<file path="src/rtl/pucch_math_pkg.sv">
// Shared arithmetic definitions for the PUCCH index/cyclic-shift modulo blocks.
package pucch_math_pkg;

    typedef enum logic [1:0] {
        IDLE,
        CALC,
        DONE
    } div_state_t;

    localparam int unsigned DATA_W = 16;

    // Reciprocal constants used by the single-cycle multiply modulo (mod_comb):
    // ONE_DIV_x = floor(2**RECIP_SHIFT / x) + 1.
    localparam int unsigned RECIP_SHIFT = 24;
    localparam logic [31:0] ONE_DIV_12  = 32'((64'd1 << RECIP_SHIFT) / 64'd12  + 64'd1);
    localparam logic [31:0] ONE_DIV_24  = 32'((64'd1 << RECIP_SHIFT) / 64'd24  + 64'd1);
    localparam logic [31:0] ONE_DIV_30  = 32'((64'd1 << RECIP_SHIFT) / 64'd30  + 64'd1);
    localparam logic [31:0] ONE_DIV_192 = 32'((64'd1 << RECIP_SHIFT) / 64'd192 + 64'd1);

endpackage

</file>
<file path="src/rtl/mod_div_step.sv">
// One restoring-division step: shift in the next dividend bit, subtract the
// divisor when it fits.
module mod_div_step #(
    parameter int unsigned DW      = 16,
    parameter int unsigned DIVIDER = 12
) (
    input  logic [DW:0] i_rem,
    input  logic        i_bit,
    output logic [DW:0] o_rem,
    output logic        o_qbit
);

    // i_rem is always < DIVIDER, so its top bit is zero; the extra bit here
    // just keeps every operand width-consistent.
    logic [DW+1:0] w_shift;
    logic [DW+1:0] w_div;
    logic [DW+1:0] w_diff;

    assign w_shift = {i_rem, i_bit};
    assign w_div   = (DW+2)'(DIVIDER);
    assign w_diff  = w_shift - w_div;

    // Compare and conditionally subtract.
    always_comb begin
        o_qbit = (w_shift >= w_div);
        o_rem  = o_qbit ? w_diff[DW:0] : w_shift[DW:0];
    end

endmodule

</file>
<file path="src/rtl/mod_seq_div.sv">
// Sequential restoring divider by a constant: one quotient bit per cycle,
// valid/ready on both sides.
module mod_seq_div
    import pucch_math_pkg::*;
#(
    parameter int unsigned DW      = DATA_W,
    parameter int unsigned DIVIDER = 12
) (
    input  logic          i_clk,
    input  logic          i_rst,
    input  logic          i_valid,
    output logic          o_ready,
    input  logic [DW-1:0] i_dividend,
    output logic          o_valid,
    input  logic          i_ready,
    output logic [DW-1:0] o_quotient,
    output logic [DW-1:0] o_remainder
);

    localparam int unsigned CW = $clog2(DW);

    if (DW < 2 || DW > 30) begin : g_bad_dw
        $error("mod_seq_div: DW out of supported range");
    end
    if (DIVIDER == 0 || 64'(DIVIDER) > ((64'd1 << DW) - 64'd1)) begin : g_bad_div
        $error("mod_seq_div: DIVIDER must be in 1 .. 2**DW-1");
    end

    div_state_t     r_state;
    div_state_t     w_next_state;
    logic [DW-1:0]  r_shift;
    logic [DW:0]    r_rem;
    logic [CW-1:0]  r_cnt;
    logic [DW-1:0]  r_quotient;
    logic [DW-1:0]  r_remainder;
    logic [DW:0]    w_step_rem;
    logic           w_qbit;
    logic [DW-1:0]  w_shift_next;

    mod_div_step #(
        .DW      (DW),
        .DIVIDER (DIVIDER)
    ) u_step (
        .i_rem  (r_rem),
        .i_bit  (r_shift[DW-1]),
        .o_rem  (w_step_rem),
        .o_qbit (w_qbit)
    );

    // Dividend bits leave at the top while quotient bits enter at the bottom.
    assign w_shift_next = {r_shift[DW-2:0], w_qbit};

    // State register.
    always_ff @(posedge i_clk) begin
        if (i_rst) begin
            r_state <= IDLE;
        end else begin
            r_state <= w_next_state;
        end
    end

    // Next-state logic.
    always_comb begin
        w_next_state = r_state;
        case (r_state)
            IDLE:    if (i_valid) w_next_state = CALC;
            CALC:    if (r_cnt == '0) w_next_state = DONE;
            DONE:    if (i_ready) w_next_state = IDLE;
            default: w_next_state = IDLE;
        endcase
    end

    // Datapath: load, restoring steps, and result capture on the last step.
    always_ff @(posedge i_clk) begin
        if (i_rst) begin
            r_shift     <= '0;
            r_rem       <= '0;
            r_cnt       <= '0;
            r_quotient  <= '0;
            r_remainder <= '0;
        end else begin
            case (r_state)
                IDLE: begin
                    if (i_valid) begin
                        r_shift <= i_dividend;
                        r_rem   <= '0;
                        r_cnt   <= CW'(DW - 1);
                    end
                end
                CALC: begin
                    r_shift <= w_shift_next;
                    r_rem   <= w_step_rem;
                    r_cnt   <= r_cnt - 1'b1;
                    if (r_cnt == '0) begin
                        r_quotient  <= w_shift_next;
                        r_remainder <= w_step_rem[DW-1:0];
                    end
                end
                default: ;
            endcase
        end
    end

    assign o_ready     = (r_state == IDLE);
    assign o_valid     = (r_state == DONE);
    assign o_quotient  = r_quotient;
    assign o_remainder = r_remainder;

endmodule

</file>
<file path="config.mk">
export PLATFORM = sky130hd
export DESIGN_NAME = mod_seq_div
export DESIGN_NICKNAME = d
export VERILOG_FILES = /design/src/rtl/pucch_math_pkg.sv /design/src/rtl/mod_div_step.sv /design/src/rtl/mod_seq_div.sv
export SDC_FILE = /design/constraint.sdc
export NUM_CORES = 1
export LEC_CHECK = 0
export CAP_MARGIN = 20
export CORE_ASPECT_RATIO = 0.5
export CORE_MARGIN = 2
export CORE_UTILIZATION = 54
export CTS_BUF_LIST = sky130_fd_sc_hd__clkbuf_8
export DETAILED_ROUTE_END_ITERATION = 7
export GPL_TIMING_DRIVEN = 0
export PLACE_DENSITY = 0.82
export RECOVER_POWER = 100
export SYNTH_ARGS = -nofsm -noshare
export SYNTH_HDL_FRONTEND = slang
export SYNTH_SLANG_ARGS = --single-unit
</file>
<file path="constraint.sdc">
create_clock -name i_clk -period 2.3 [get_ports i_clk]
set_clock_uncertainty 0.15 [all_clocks]
set_input_delay 0.23 -clock i_clk [delete_from_list [all_inputs] [get_ports i_clk]]
set_output_delay 0.23 -clock i_clk [all_outputs]
set_load 0.03 [all_outputs]
</file>
==> impl_results.rst, run 1 <==
.. list-table::
   :header-rows: 1

   * - Metric
     - Value
   * - Delay contributed by the slowest stage of the critical path
     - around 0.37 ns
   * - Final instance area
     - 3880 µm²
   * - Crit path launch type
     - register
   * - Die span in x
     - 110 µm
   * - Maximum clock insertion buffer count
     - 2
   * - Total routing resource utilization after global routing
     - a little over a quarter
   * - Worst Hold Margin
     - 0.145 ns
   * - Slew margin rel.
     - 56.0%
   * - Initial core utilization
     - 55.7%
   * - Post-synthesis sequential area ratio
     - 46.9%
   * - Worst setup path startpoint
     - r_rem[1]
   * - Critical Path Most Common Cell
     - sky130_fd_sc_hd__a211oi_1
   * - Most common cell after layout, fill and taps aside
     - sky130_fd_sc_hd__nor2_1
   * - Hold Vio Cnt, Final
     - 0
   * - CP endpoint kind
     - register
   * - Number of antenna violations at the first check in global routing
     - 0
   * - Final weighted congestion of routability-driven global placement
     - 0.859
   * - Num rows
     - 19
   * - Non-filler cells, final
     - 532
   * - First-pass GRT wire length
     - 12800 µm
   * - Pwr per Cell Area
     - 1200 nW/µm²
   * - Critical register-to-register path endpoint
     - o_remainder[7]
   * - Number of unique standard cell types used by synthesis
     - 42
   * - Placed instance count
     - 513
   * - Most used cells in the layout excluding fill and tap cells
     - 75 x sky130_fd_sc_hd__nor2_1, 69 x sky130_fd_sc_hd__dfxtp_1, 50 x sky130_fd_sc_hd__nand2_1
   * - Estimated wirelength of the detail-placed design
     - 5430 µm
   * - Timing-limited maximum frequency
     - 445 MHz
   * - Std-Cell Core Area
     - about 5400 µm²
   * - Total placed instance area
     - approximately 3600 µm²
   * - Number of buffers added by the clock tree synthesis step
     - 9
   * - Syn avg cell area
     - 7.81 µm²
   * - Total of max-cap violations
     - 0
   * - Setup violations, final
     - 0
   * - Critical Setup Path Class
     - reg2reg
   * - Avg WL per Cell
     - 14.9 µm
   * - Static leakage power
     - 1.55 nW
   * - Share of flip-flops with an asynchronous set or reset
     - 0%
   * - Diodes inserted
     - 0
   * - Cell at the root of the clock tree
     - sky130_fd_sc_hd__clkbuf_8
   * - Routed wire length
     - 7930 µm
   * - Transition time of the tightest slew-check pin
     - 0.660 ns
   * - Main synth FF type
     - sky130_fd_sc_hd__dfxtp_1
   * - 1st-pass router iterations
     - 4
   * - H-Tree Level Count
     - 3
   * - Req. time, crit path
     - 2.42 ns
   * - Largest net degree at the start of global routing
     - 13
   * - Max-slew violation count
     - 0
   * - Number of cells produced by synthesis
     - 388
   * - Clock-pin slew reported for the worst setup and hold paths after clock tree synthesis
     - 0.08 ns
   * - Routed via count divided by cell count
     - 5.51
   * - HP Class
     - in2reg
   * - Detailed router's first-iteration violation count
     - 116
   * - Clock tree from TritonCTS
     - done
   * - Post-CTS Hold Buffers
     - 0
   * - Launch point of the worst reg-to-reg path
     - r_rem[1]
   * - Port buffer count
     - 52
   * - Setup TNS
     - 0 ns
   * - Insertion delay to the later sink of the worst-skew pair
     - approximately 0.36 ns
   * - DRC violations left
     - 0
   * - Length in cells of the worst reg-to-reg path
     - 8
   * - Net total in the final layout
     - 476
   * - Post-synth design cell area
     - between 3000 and 4000 µm²
   * - Vias in the first global route
     - 2754
   * - Warnings from Yosys
     - 0
   * - Outcome
     - finished clean
   * - Proportion of layout cells with a drive suffix above 1
     - 8.50%
   * - Arrival time reported for the critical path endpoint
     - 2.37 ns
   * - IO Count
     - 54
   * - Antenna violation net count after detailed routing
     - 0
   * - Crit path to
     - o_remainder[7]
   * - Reg-to-reg slack, setup
     - 0.05 ns
   * - Number of enable-type register cells in the synthesized netlist
     - 0
   * - Largest fanout of any net on the critical path
     - 7
   * - Slowest library cell on the worst path
     - sky130_fd_sc_hd__dfxtp_2
   * - Worst supply voltage drop on vdd
     - 0.959 mV
   * - Synth-to-Final Area Change
     - 27.9%
   * - Count of state elements after synthesis
     - 71
   * - Vertical die dimension
     - roughly 57 µm
   * - Final period demand of the worst path
     - 2.25 ns
   * - Portion of the clock cycle consumed by the worst path in the final layout
     - just under 100%
   * - Post-synthesis net count
     - 410
   * - Count of clock tree sinks
     - 71
   * - Via count
     - 2933
   * - Total grt overflow
     - 0
   * - Overall die area
     - roughly 6300 µm²
   * - Cells along the critical path
     - ha_2 -> or3_1 -> buf_2 -> nor3_4 -> buf_4 -> a211oi_1 -> xnor2_1 -> a211oi_1
==> Yosys cell counts (all sizes together) (2+ instances only) <==
master  number  area (µm²)
inv          3        11.3
dfxtp       71        1420
or2          2        12.5
nor3        26         135
nand3        3        15.0
o21a         2        15.0
a22o         4        36.3
xnor2        6        52.6
o31ai        2        15.0
a22oi        2        15.0
or4          3        30.0
ha           2        25.0
a221oi       2        17.5
nor4         2        18.8
nor3b        2        15.0
o21ai       14        70.1
a21oi       38         190
clkbuf      23        87.6
nor2        76         285
or3          3        18.8
nor2b       18         113
buf          5        21.3
nand2       51         191
a211oi      16         120
nand2b       2        12.5
==> metrics by stage <==
| stage | setup slack, ns | utilization, % | power [mW] |
|---|---|---|---|
| after floorplan | 0.307 | - | 3.09 |
| after global placement | -0.0860 | 66.9 | 3.55 |
| after detailed placement | -0.0379 | 66.9 | 3.59 |
| after CTS | 0.0113 | 70.7 | 4.58 |
| after global routing | -0.0131 | 71.2 | 4.99 |
| final | 0.0514 | 71.2 | 4.66 |
==> power breakdown <==
part           switching (mW)  internal, mW  total, mW  leakage (nW)
clock                   0.486         0.479      0.965        0.0946
sequential              0.158          1.40       1.56         0.581
combinational            1.24         0.893       2.13         0.876
==> per-layer routing <==
layer / vias to the layer above / track usage (%) / share of wire [%]
met5: - / 0 / 0
met4: 0 / 10.5 / 1.4
met3: 12 / 8.69 / 4.9
met2: 73 / 44.6 / 48
met1: 1394 / 33.4 / 46
li1: 1454 / - / -
==> area by class of cell <==
type | instances | area (µm²)
inverter | 3 | 11.3
buffer | 28 | 114
tap | 73 | 91.3
clock buffer | 12 | 165
sequential | 71 | 1420
fill | 473 | 1570
multi-input combinational | 286 | 1510
timing repair buffer | 55 | 536
clock inverter | 4 | 28.8
==> critical path: cells and delay by family (launching register included) <==
kind | cells | cell delay [ns]
AO/OA/AOI/OAI | 2 | 0.34
XOR/XNOR | 1 | 0.17
adder cells (fa/ha/maj) | 1 | 0.22
buffers and inverters | 2 | 0.34
flip-flops | 1 | 0.37
AND/OR/NAND/NOR | 2 | 0.57
==> registers in the layout (all words and copies together), names as in the netlist <==
register and cells:
o_quotient 16, r_rem 17, r_cnt 4, o_remainder 16, r_shift 16, r_state 2
==> what timing repair did <==
action / 4_1_cts / 5_1_grt
endpoints found under the hold margin: 0 / 0
buffers inserted: 0 / 3
pin swaps: 0 / 1
gates resized for setup: 5 / 11
setup endpoints to repair: 13 / 24
==> worst min path at each step <==
stage	startpoint	end	depth (start not counted)
final	i_valid	r_shift[1]	4
after global routing	i_valid	r_shift[14]	4
after CTS	i_valid	r_shift[3]	4
after detailed placement	o_quotient[8]	o_quotient[8]	2
after global placement	r_rem[16]	r_rem[16]	2
after floorplan	i_ready	r_state[1]	2
==> cell families after synthesis <==
kind of cell | after synthesis | synth area share [%]
compound gates | 85 | 17.3
xor+xnor | 7 | 2.02
fa+ha+maj | 2 | 0.825
buf+inv | 31 | 3.96
flops | 71 | 46.9
mux | 1 | 0.330
simple gates | 191 | 28.7
(Power assumes the default switching activity.)
==> run 2, diff against run 1 <==
ABC_CLOCK_PERIOD_IN_PS = 2300   (was not set)
==> results of run 2 <==
Same layout as run 1: the final DEF is identical, and so are final timing and power.
